$ cat src/rtl/video_text.sv
// video_text: text-mode pixel generator behind video_sync.
// Fetches char/attr and glyph rows, shifts out 2-bit RGB.
module video_text #(
  parameter int COLS = 80,
  parameter int TA_W = 12
) (
  input  logic            fclk,
  input  logic            rst_n,
  input  logic            pix_stb,
  input  logic            i_hsync,
  input  logic            i_vsync,
  input  logic            i_hpix,
  input  logic            i_vpix,
  input  logic            v_init,
  input  logic            h_init,
  input  logic            h_step,
  input  logic            h_char,
  output logic [TA_W-1:0] txt_addr,
  output logic            txt_rd,
  input  logic [15:0]     txt_data,
  output logic [10:0]     font_addr,
  input  logic [7:0]      font_data,
  output logic            o_hsync,
  output logic            o_vsync,
  output logic [1:0]      red,
  output logic [1:0]      grn,
  output logic [1:0]      blu
);

  typedef enum logic [1:0] {
    IDLE,
    TXT,
    FNT,
    DONE
  } state_e;

  localparam logic [TA_W-1:0] COLS_W = TA_W'(COLS);

  state_e          state_q, state_d;
  logic [2:0]      line_q, line_d;
  logic [TA_W-1:0] row_base_q, row_base_d;
  logic            first_q, first_d;
  logic [TA_W-1:0] col_q, col_d;
  logic [TA_W-1:0] txt_addr_q, txt_addr_d;
  logic            txt_rd_q, txt_rd_d;
  logic [10:0]     font_addr_q, font_addr_d;
  logic [7:0]      nxt_attr_q, nxt_attr_d;
  logic [7:0]      nxt_bits_q, nxt_bits_d;
  logic [7:0]      shift_q, shift_d;
  logic [7:0]      cur_attr_q, cur_attr_d;
  logic [5:0]      rgb_q, rgb_d;
  logic            hs_q, hs_d;
  logic            vs_q, vs_d;
  logic            start;
  logic            pix;
  logic [7:0]      attr;
  logic            unused_ok;

  // Bit 7 of the shifter is already on screen; it is never re-read.
  assign unused_ok = h_step ^ shift_q[7];
  assign start     = h_init | h_char;

  // Expand a {R,G,B} triple into three 2-bit channels.
  function automatic logic [5:0] rgb_of(
    input logic [2:0] c,
    input logic       br
  );
    return {c[2], c[2] & br,
            c[1], c[1] & br,
            c[0], c[0] & br};
  endfunction

  // Line, text-row base and column tracking.
  always_comb begin
    line_d     = line_q;
    row_base_d = row_base_q;
    first_d    = first_q;
    col_d      = col_q;
    if (v_init) begin
      line_d     = '0;
      row_base_d = '0;
      first_d    = 1'b1;
    end else if (h_init) begin
      if (first_q) begin
        first_d = 1'b0;
      end else begin
        line_d = line_q + 3'd1;
        if (line_q == 3'd7) begin
          row_base_d = row_base_q + COLS_W;
        end
      end
    end
    if (h_init) begin
      col_d = '0;
    end else if (h_char) begin
      col_d = col_q + TA_W'(1);
    end
  end

  // Fetch sequencer: text word, then glyph row; a new start aborts.
  always_comb begin
    state_d     = state_q;
    txt_rd_d    = 1'b0;
    txt_addr_d  = txt_addr_q;
    font_addr_d = font_addr_q;
    nxt_attr_d  = nxt_attr_q;
    nxt_bits_d  = nxt_bits_q;
    if (start) begin
      state_d    = TXT;
      txt_rd_d   = 1'b1;
      txt_addr_d = row_base_d + col_d;
    end else begin
      unique case (state_q)
        IDLE: state_d = IDLE;
        TXT:  state_d = FNT;
        FNT: begin
          nxt_attr_d  = txt_data[15:8];
          font_addr_d = {txt_data[7:0], line_q};
          state_d     = DONE;
        end
        DONE: begin
          nxt_bits_d = font_data;
          state_d    = IDLE;
        end
        default: state_d = IDLE;
      endcase
    end
  end

  // Pixel shifter, attribute decode and strobe-gated outputs.
  always_comb begin
    pix        = h_char ? nxt_bits_q[7] : shift_q[6];
    attr       = h_char ? nxt_attr_q : cur_attr_q;
    shift_d    = shift_q;
    cur_attr_d = cur_attr_q;
    rgb_d      = rgb_q;
    hs_d       = hs_q;
    vs_d       = vs_q;
    if (pix_stb) begin
      if (h_char) begin
        shift_d    = nxt_bits_q;
        cur_attr_d = nxt_attr_q;
      end else begin
        shift_d = {shift_q[6:0], 1'b0};
      end
      if (i_hpix & i_vpix) begin
        rgb_d = pix ? rgb_of(attr[2:0], attr[3])
                    : rgb_of(attr[6:4], attr[7]);
      end else begin
        rgb_d = '0;
      end
      hs_d = i_hsync;
      vs_d = i_vsync;
    end
  end

  // State register with synchronous active-low reset.
  always_ff @(posedge fclk) begin
    if (!rst_n) begin
      state_q     <= IDLE;
      line_q      <= '0;
      row_base_q  <= '0;
      first_q     <= 1'b1;
      col_q       <= '0;
      txt_addr_q  <= '0;
      txt_rd_q    <= 1'b0;
      font_addr_q <= '0;
      nxt_attr_q  <= '0;
      nxt_bits_q  <= '0;
      shift_q     <= '0;
      cur_attr_q  <= '0;
      rgb_q       <= '0;
      hs_q        <= 1'b0;
      vs_q        <= 1'b0;
    end else begin
      state_q     <= state_d;
      line_q      <= line_d;
      row_base_q  <= row_base_d;
      first_q     <= first_d;
      col_q       <= col_d;
      txt_addr_q  <= txt_addr_d;
      txt_rd_q    <= txt_rd_d;
      font_addr_q <= font_addr_d;
      nxt_attr_q  <= nxt_attr_d;
      nxt_bits_q  <= nxt_bits_d;
      shift_q     <= shift_d;
      cur_attr_q  <= cur_attr_d;
      rgb_q       <= rgb_d;
      hs_q        <= hs_d;
      vs_q        <= vs_d;
    end
  end

  assign txt_addr  = txt_addr_q;
  assign txt_rd    = txt_rd_q;
  assign font_addr = font_addr_q;
  assign red       = rgb_q[5:4];
  assign grn       = rgb_q[3:2];
  assign blu       = rgb_q[1:0];
  assign o_hsync   = hs_q;
  assign o_vsync   = vs_q;

endmodule

$ cat config.mk
export PLATFORM = sky130hd
export DESIGN_NAME = video_text
export DESIGN_NICKNAME = d
export VERILOG_FILES = /design/src/rtl/video_text.sv
export SDC_FILE = /design/constraint.sdc
export NUM_CORES = 1
export LEC_CHECK = 0
export CAP_MARGIN = 20
export CELL_PAD_IN_SITES_DETAIL_PLACEMENT = 1
export CELL_PAD_IN_SITES_GLOBAL_PLACEMENT = 2
export CORE_MARGIN = 10
export CORE_UTILIZATION = 34
export DETAILED_ROUTE_END_ITERATION = 16
export PLACE_DENSITY = 0.94
export SLEW_MARGIN = 20
export SYNTH_ARGS = -nofsm -noshare
export SYNTH_HDL_FRONTEND = slang
export SYNTH_SLANG_ARGS = --single-unit
$ cat constraint.sdc
create_clock -name fclk -period 5.44 [get_ports fclk]
set_input_delay 0.544 -clock fclk [delete_from_list [all_inputs] [get_ports fclk]]
set_output_delay 0.544 -clock fclk [all_outputs]
set_load 0.05 [all_outputs]
# Word level (Yosys, flattened, before mapping)
# Cells that the tools add are included.
# word_totals
ff_bits	93
in_bits	35
# classes
n_addsub	4
n_eq_ne	4
mux	14
n_bitwise	11
n_reduce_logical	7
# ops
operator	count
12-bit two-way mux	6
12-bit by 1-bit adder with 12-bit output, second input constant	1
12-bit adder	1
12-bit by 7-bit adder with 12-bit output, second input constant	1
6-bit two-way mux	2
8-bit two-way mux	1
1-bit bitwise AND	7
7-bit two-way mux	1
2-bit one-hot mux with 3 select lines	1
2-bit AND reduction	3
2-bit OR reduction	3
2-bit equality test, second input constant	2
3-bit by 1-bit adder with 3-bit output, second input constant	1
3-bit equality test, second input constant	1
1-bit two-way mux	3
1-bit inverter	3
2-bit by 1-bit equality test with 1-bit output, second input constant	1
2-bit zero test	1
1-bit OR	1

# Depth between registers and ports, before layout
# Gate-level depths: netlist (run 1).
# depth
word_depth	6
ltp_mapped	14
depth_no_buf	14

# Worst setup path before layout (run 1)
# OpenSTA, ideal clock, no wires.
# synth_path
path_kind	input-to-reg
from	in h_char
to	reg txt_addr_q[10], in the netlist txt_addr[10]
t_arrival_ps	3184
required_time_ps	5379
setup_slack_ps	2195
stages	14
n_path_buf	3
cell_sequence	buf_6 clkbuf_1 clkbuf_1 xnor2_1 nor2_1 ha_1 inv_1 fa_1 nor2b_1 o21ai_0 a21oi_1 o211ai_1 a2111oi_0 a311o_1
# synth_between
elab_chain_len	3
elab_cells_between_ends	4
classes_between	1 x add/sub; 2 x mux; 1 x bitwise
# synth_lines
element	line_no	text
from (decl)	17	input logic h_char,
12-bit two-way mux	95	end else if (h_char) begin
12-bit two-way mux	93	if (h_init) begin
via col_d[0]	43	logic [TA_W-1:0] col_q, col_d;
12-bit adder	111	txt_addr_d = row_base_d + col_d;
to (signal assigned)	181	txt_addr_q <= txt_addr_d;
to (decl)	44	logic [TA_W-1:0] txt_addr_q, txt_addr_d;
# The timed path passes the listed nets, and every way through them passes these cells.
# A chain may end at the register's enable or synchronous reset.

# Worst setup path in the final report (run 1)
# layout_path
from	in v_init
to	reg txt_addr_q[10], in the netlist txt_addr[10]
# layout_between
elab_chain_len	2
# layout_lines
element	line_no	text
from (decl)	14	input logic v_init,
12-bit two-way mux	79	if (v_init) begin
via row_base_d[0]	41	logic [TA_W-1:0] row_base_q, row_base_d;
12-bit adder	111	
# The timed path passes the listed nets, and every way through them passes these cells.

==> results of run 1 <==
worst max-delay path, stage by stage:
cell	delay (ps)
clkdlybuf4s50_1	740
nor2b_1	250
ha_1	240
inv_1	70
fa_1	380
nor2b_1	170
o21ai_0	130
a21oi_1	280
o211ai_1	150
a2111oi_0	440
a311o_1	170
cell type report:
type | count | share of cell area [%]
clock buffers | 13 | 4.903
inverters | 10 | 0.7072
clock inverters | 3 | 0.3772
multi-input cells | 380 | 42.01
well taps | 168 | 3.960
repair buffers | 70 | 12.97
flip-flops and latches | 93 | 35.08
cell usage in the layout, fill, tap and decap left out, types with 4 or more instances in the layout:
cell type / synthesis / layout
a211oi_1: 20 / 20
a21oi_1: 50 / 50
and2_1: 7 / 7
and3_1: 6 / 6
buf_4: 1 / 5
clkbuf_16: 0 / 9
clkdlybuf4s50_1: 0 / 65
dfxtp_1: 93 / 93
ha_1: 17 / 17
inv_1: 10 / 9
mux2i_1: 22 / 22
nand2_1: 81 / 81
nand2b_1: 4 / 4
nand3_1: 16 / 16
nand4_1: 6 / 6
nor2_1: 65 / 65
nor2b_1: 9 / 9
nor3_1: 14 / 14
o21ai_0: 11 / 11
xnor2_1: 14 / 14
xor2_1: 8 / 8
through the flow:
step           hold WS (ps)  power [mW]  utilization, %
2_1_floorplan         421.4      0.7676               -
3_3_place_gp          436.0      0.8088           41.51
3_5_place_dp          441.1      0.8118           41.51
4_1_cts               461.3       1.412           43.82
5_1_grt               477.1       1.450           43.82
6_report              454.6       1.397           43.82
cells by family after synthesis:
group                    share of synthesized area (%)
buffers and inverters                            3.739
AND/OR/NAND/NOR                                  22.87
AO/OA/AOI/OAI                                    14.39
multiplexers                                     5.181
adder cells (fa/ha/maj)                          5.475
flip-flops                                       43.80
XOR/XNOR                                         4.534
cells in the mapped netlist (2+ instances only):
library cell,n,share of area (%)
or3_1,2,0.29
o211ai_1,3,0.53
mux2i_1,22,5.2
xnor2_1,14,2.9
a21oi_1,50,5.9
nand2_1,81,7.2
a31oi_1,3,0.44
nor3_1,14,1.6
and2_1,7,1.0
and3_1,6,0.88
nand3_1,16,1.9
a21o_1,3,0.53
a211oi_1,20,3.5
buf_1,4,0.35
dfxtp_1,93,44
clkbuf_1,22,1.9
nor2b_1,9,1.3
nor2_1,65,5.7
o31ai_1,2,0.35
nand4_1,6,0.88
nand2b_1,4,0.59
inv_1,10,0.88
ha_1,17,5.0
o22ai_1,3,0.44
o21ai_0,11,1.3
a22oi_1,3,0.53
xor2_1,8,1.6
sequential cells by signal, summed over array words and instances (netlist names), 7 cells and up:
name,count
cur_attr_q,8
nxt_attr_q,8
txt_addr,12
nxt_bits_q,8
font_addr,11
row_base_q,12
shift_q,7
col_q,12
metal layers:
metal,up-vias,routed length [um]
met5,-,0
met4,0,219
met3,14,573
met2,67,5303
met1,1799,5422
li1,1860,-
worst min-delay path by stage:
stage                             start             to  slack [ps]  depth (start not counted)
final                       txt_addr[4]    txt_addr[4]         450                          2
after global routing        txt_addr[5]    txt_addr[5]         480                          2
after CTS                   txt_addr[5]    txt_addr[5]         460                          2
after detailed placement  row_base_q[2]  row_base_q[2]         440                          1
after global placement    row_base_q[0]  row_base_q[0]         440                          1
after floorplan           row_base_q[0]  row_base_q[0]         420                          1
report_power, final:
group / switching [mW] / internal (mW) / total [mW]
clock: 0.267 / 0.335 / 0.602
combinational: 0.0575 / 0.0420 / 0.0995
sequential: 0.00625 / 0.690 / 0.696
total: 0.331 / 1.07 / 1.40
==> results by group, run 1 <==
Cells and area
  • Layout area overhead: 24.87%
  • Final Cell Area: 5308 um^2
  • Area of the multi-input gates: 2230 um^2
  • Layout cells sized above 1: 4.218%
  • Register area: 1862 um^2
  • Nets: 617
  • Non-Filler Instances: 737
  • Fillers: 1462
  • N_diodes: 0

Setup path
  • Crit. End Element: flip-flop
  • Reg2reg start: line_q[0]
  • Worst R2R End: txt_addr[11]
  • Critical Path RT: 5730 ps
  • CP Launch Type: input pin
  • Crit. Startpoint: v_init
  • CP max FO: 18
  • R2r setup slk: 2500 ps
  • Critical Path AT: 3590 ps
  • Reg2Reg Depth: 14
  • Critical path class: in -> reg
  • Worst Setup EP: txt_addr[10]

STA
  • Slew Viols, Final: 0
  • Period utilization: 60.52%
  • Min Clock Period, post-route: 3292 ps
  • Worst slew margin: 40.81%
  • Final setup vio count: 0
  • Slack of the critical path: 2148 ps
  • Max Freq: 303.8 MHz
  • Setup TNS: 0 ps
  • Worst Skew: 4.020 ps
  • Worst slew pin tran: 886.6 ps
  • Unrepaired setup endpoints after global routing: false
  • Hold Vio Cnt, Final: 0

Floorplan
  • Chip width: 131.8 um
  • Die height: 131.8 um
  • Die Area: 17370 um^2
  • IO Count: 67
  • Initial core utilization: 35.09%
  • Row count: 40
  • Placeable Area: 12110 um^2

Synth
  • Synth cell types: 41
  • Mapped Area: 4250 um^2
  • Syn_area_per_cell: 8.301 um^2
  • Synthesized flop and latch total: 93
  • Seq/Total Area, Yosys: 43.80%
  • Synth Instances: 512
  • YS warnings: 0
  • Number of synthesized flops with an enable pin: 0
  • Ys flop type: dfxtp_1
  • Syn nets: 565
  • Post-synth ARST share: 0%

Global route
  • GR Util All Layers: 13.40%
  • First-pass GRT wire length: 19.46 mm
  • GRT Max-Usage Layer: met2
  • M1 GR Usage: 16.46%
  • Vias in the first global route: 3918
  • Overflow after GRT: 0
  • GRT met3 Usage: 3.773%
  • Met2 Use GR: 21.25%
  • Largest net degree at the start of global routing: 50
  • Initial antenna violation count: 0

Clocking
  • Clock Sinks: 93
  • Clock Tree Buf Depth: 2
  • Post CTS Setup Buffer Count: 0
  • H-tree Lvls: 3
  • Cts hold-fix bufs: 0
  • Clock latency on the worst-skew pair: 350 ps
  • TritonCTS clock tree: built
  • Cts bufs inserted: 9
  • CTS resizes: 0
  • CTS root buffer: clkbuf_16
  • CTS clock-pin slew for the worst setup and hold paths: 60 ps

Job
  • Max-cap check violation count: 0

Placement
  • DP HPWL: 8.334 mm
  • Placed cells: 721
  • Placement Setup Slack: 1802 ps
  • Gpl congestion: 0.8003
  • IO Port Bufs: 65
  • Placed Area: 5027 um^2

Routing
  • WL/cell: 15.63 um
  • Final WL: 11.52 mm
  • DR vias/cell: 5.075
  • DR vias: 3740
  • Initial drt markers: 198
  • DRC Markers: 0
  • Routed Antenna Nets: 0
  • Pre-antenna DRT Iters: 4

Power and ir drop
  • Worst vdd ir: 114.8 uV
  • PwrDens: 263.3 nW/um^2
  • P_leak: 1.954 nW

Status
  • Status: finished, final reports clean

Worst hold path
  • Hold Crit Class: reg -> reg
Note: power is estimated with default switching activity, not from simulation.
==> inputs of run 2 (changes only) <==
- CORE_UTILIZATION: 34 -> 32
- PLACE_DENSITY: 0.94 -> 0.9
- clock period: 5.44 -> 3.4 ns (I/O delays scaled with it)
==> run 2 against run 1 <==
Effect of this change: sequential power up 59%; die area up 5.3%; combinational power up 67%; highest routed layer unchanged; critical path depth up 1; register-to-register slack worse by 2000 ps; design area up 1.5%; sequential share of layout area down 0.51 points; critical endpoint unchanged; cell count up 1.5%; global-route usage up 0.15 points; clock-buffer cell count up 1; first-iteration DRC count down 28%; clock skew up 1.5 ps.
==> results by group, run 2 (synthesized netlist as in run 1, its figures left out) <==
Setup path
  • Worst R2R End: txt_addr[10]
  • Critical path class: in -> reg
  • R2r setup slk: 480 ps (-2020 ps)
  • Critical Path RT: 3690 ps (-2040 ps)
  • Crit. End Element: flip-flop
  • CP Launch Type: input pin
  • Reg2Reg Depth: 13 (-1)
  • Reg2reg start: line_q[0]
  • Critical Path AT: 3350 ps (-240 ps)
  • CP max FO: 8 (-10)

STA
  • Worst Skew: 5.536 ps (+1.516 ps)
  • Max Freq: 326.9 MHz
  • Final setup vio count: 0 (unchanged)
  • Setup TNS: 0 ps (unchanged)
  • Worst slew pin tran: 743.8 ps (-142.8 ps)
  • Unrepaired setup endpoints after global routing: false
  • Hold Vio Cnt, Final: 0 (unchanged)
  • Worst slew margin: 50.34% (+9.5 points)
  • Slack of the critical path: 341.1 ps (-1807 ps)
  • Min Clock Period, post-route: 3059 ps
  • Period utilization: 89.97%
  • Slew Viols, Final: 0 (unchanged)

Cells and area
  • N_diodes: 0 (unchanged)
  • Register area: 1862 um^2 (unchanged)
  • Area of the multi-input gates: 2230 um^2 (unchanged)
  • Nets: 620 (+0.49%)
  • Layout cells sized above 1: 4.720% (+0.50 points)
  • Layout area overhead: 26.70%
  • Leading cell type in the layout, fill and taps excluded: dfxtp_1
  • Final Cell Area: 5385 um^2 (+1.5%)
  • Most frequent cells in the layout: dfxtp_1 (93), nand2_1 (81), nor2_1 (65), clkdlybuf4s50_1 (65), a21oi_1 (50)
  • Fillers: 1586 (+8.5%)
  • Post-layout util: 40.99% (-2.8 points)

Floorplan
  • Row count: 42 (+5.0%)
  • Initial core utilization: 32.35% (-2.7 points)
  • Die height: 135.3 um (+2.6%)
  • IO Count: 67 (unchanged)
  • Placeable Area: 13140 um^2 (+8.5%)
  • Chip width: 135.3 um (+2.6%)
  • Die Area: 18290 um^2 (+5.3%)

Clocking
  • Cts bufs inserted: 9 (unchanged)
  • CTS resizes: 0 (unchanged)
  • Clock Sinks: 93 (unchanged)
  • CTS root buffer: clkbuf_16
  • TritonCTS clock tree: built
  • Clock latency on the worst-skew pair: 350 ps (about the same)
  • H-tree Lvls: 3 (unchanged)
  • CTS clock-pin slew for the worst setup and hold paths: 60 ps (about the same)
  • Post CTS Setup Buffer Count: 0 (unchanged)
  • Clock Tree Buf Depth: 2 (unchanged)
  • Cts hold-fix bufs: 0 (unchanged)

Routing
  • WL/cell: 16.13 um (+3.2%)
  • Pre-antenna DRT Iters: 4 (unchanged)
  • DRC Markers: 0 (unchanged)
  • Final WL: 12.07 mm (+4.7%)
  • Initial drt markers: 143 (-28%)
  • Routed Antenna Nets: 0 (unchanged)
  • DR vias: 3725 (-0.40%)
  • DR vias/cell: 4.980 (-1.9%)

Worst hold path
  • Hold Crit Class: reg -> reg
  • Worst Hold Path EP: txt_addr[5]
  • Worst Hold Depth: 2 (unchanged)
  • Hold path startpoint: txt_addr[5]

Global route
  • GR Util All Layers: 13.55% (+0.15 points)
  • Initial antenna violation count: 0 (unchanged)
  • First-pass GRT wire length: 20.11 mm (+3.4%)
  • Vias in the first global route: 4054 (+3.5%)
  • Overflow after GRT: 0 (unchanged)
  • Largest net degree at the start of global routing: 43 (-14%)

Placement
  • Placement Setup Slack: 20.25 ps (-1782 ps)
  • IO Port Bufs: 65 (unchanged)
  • Gpl congestion: 0.8224 (+2.8%)
  • DP HPWL: 8.878 mm (+6.5%)
  • Placed Area: 5072 um^2 (+0.90%)

Status
  • Status: finished, final reports clean

Power and ir drop
  • PwrDens: 436.5 nW/um^2 (+66%)
  • Worst vdd ir: 216.6 uV (+89%)
  • P_leak: 1.995 nW (+2.1%)

Job
  • Max-cap check violation count: 0 (unchanged)
-- run 2: changes by cell type in the layout (fill, tap and decap cells not counted), sizes merged --
cell      change
inv           +1
buf           +3
clkinv        -1
clkinvlp      -2
clkbuf        +1
bufinv        +1
-- run 2: metal layers --
layer	share of wire, %	vias to the layer above	wire [um]	GRT usage, %
li1	-	1866	-	-
met1	43	1789	5217	14.98
met2	51	52	6114	24.01
met3	3.9	18	472	3.450
met4	2.2	0	260	5.861
met5	0	-	0	0
-- run 2: critical path: stages --
cell and delay (ps):
clkdlybuf4s50_1 660, xnor2_1 150, nor2_1 160, ha_1 220
inv_1 70, fa_1 380, nor2b_1 170, o21ai_0 150
a21oi_1 290, o211ai_1 150, a2111oi_0 430, a311o_1 170
-- run 2: worst max path at each step --
stage | from | slack (ps) | to | cells past startpoint
6_report | h_char | 340 | txt_addr[10] | 12
5_1_grt | h_char | 6 | txt_addr[10] | 12
4_1_cts | h_char | 360 | txt_addr[10] | 12
3_5_place_dp | h_char | 20 | txt_addr[10] | 12
3_3_place_gp | h_char | 160 | txt_addr[10] | 12
2_1_floorplan | h_char | 360 | txt_addr[10] | 14
-- run 2: where the power goes --
| part | internal, mW | switching (mW) | total (mW) | leakage, nW |
|---|---|---|---|---|
| Sequential | 1.10 | 0.0105 | 1.11 | 0.753 |
| Combinational | 0.0711 | 0.0952 | 0.166 | 1.09 |
| Clock | 0.634 | 0.436 | 1.07 | 0.154 |
| Total | 1.81 | 0.542 | 2.35 | 2.00 |
-- run 2: metrics by stage --
step                      hold slack, ps  power (mW)  std cells
after floorplan                    421.4       1.228        512
after CTS                          455.6       2.379        748
final                              450.5       2.351        748
after global placement             436.0       1.300        732
after global routing               475.5       2.441        748
after detailed placement           437.9       1.306        732
-- run 2: area by class of cell --
cell class              count  area share, %
clock buffers              14          5.088
clock inverters             2         0.7203
inverters                  10         0.6970
multi-input cells         380          41.40
flip-flops and latches     93          34.57
well taps                 176          4.089
repair buffers             73          13.43
==> inputs of run 3 (changes only) <==
- CTS_CLUSTER_SIZE: not set -> 28
==> results of run 3 <==
The final DEF is identical to that of run 2; final timing and power are the same.
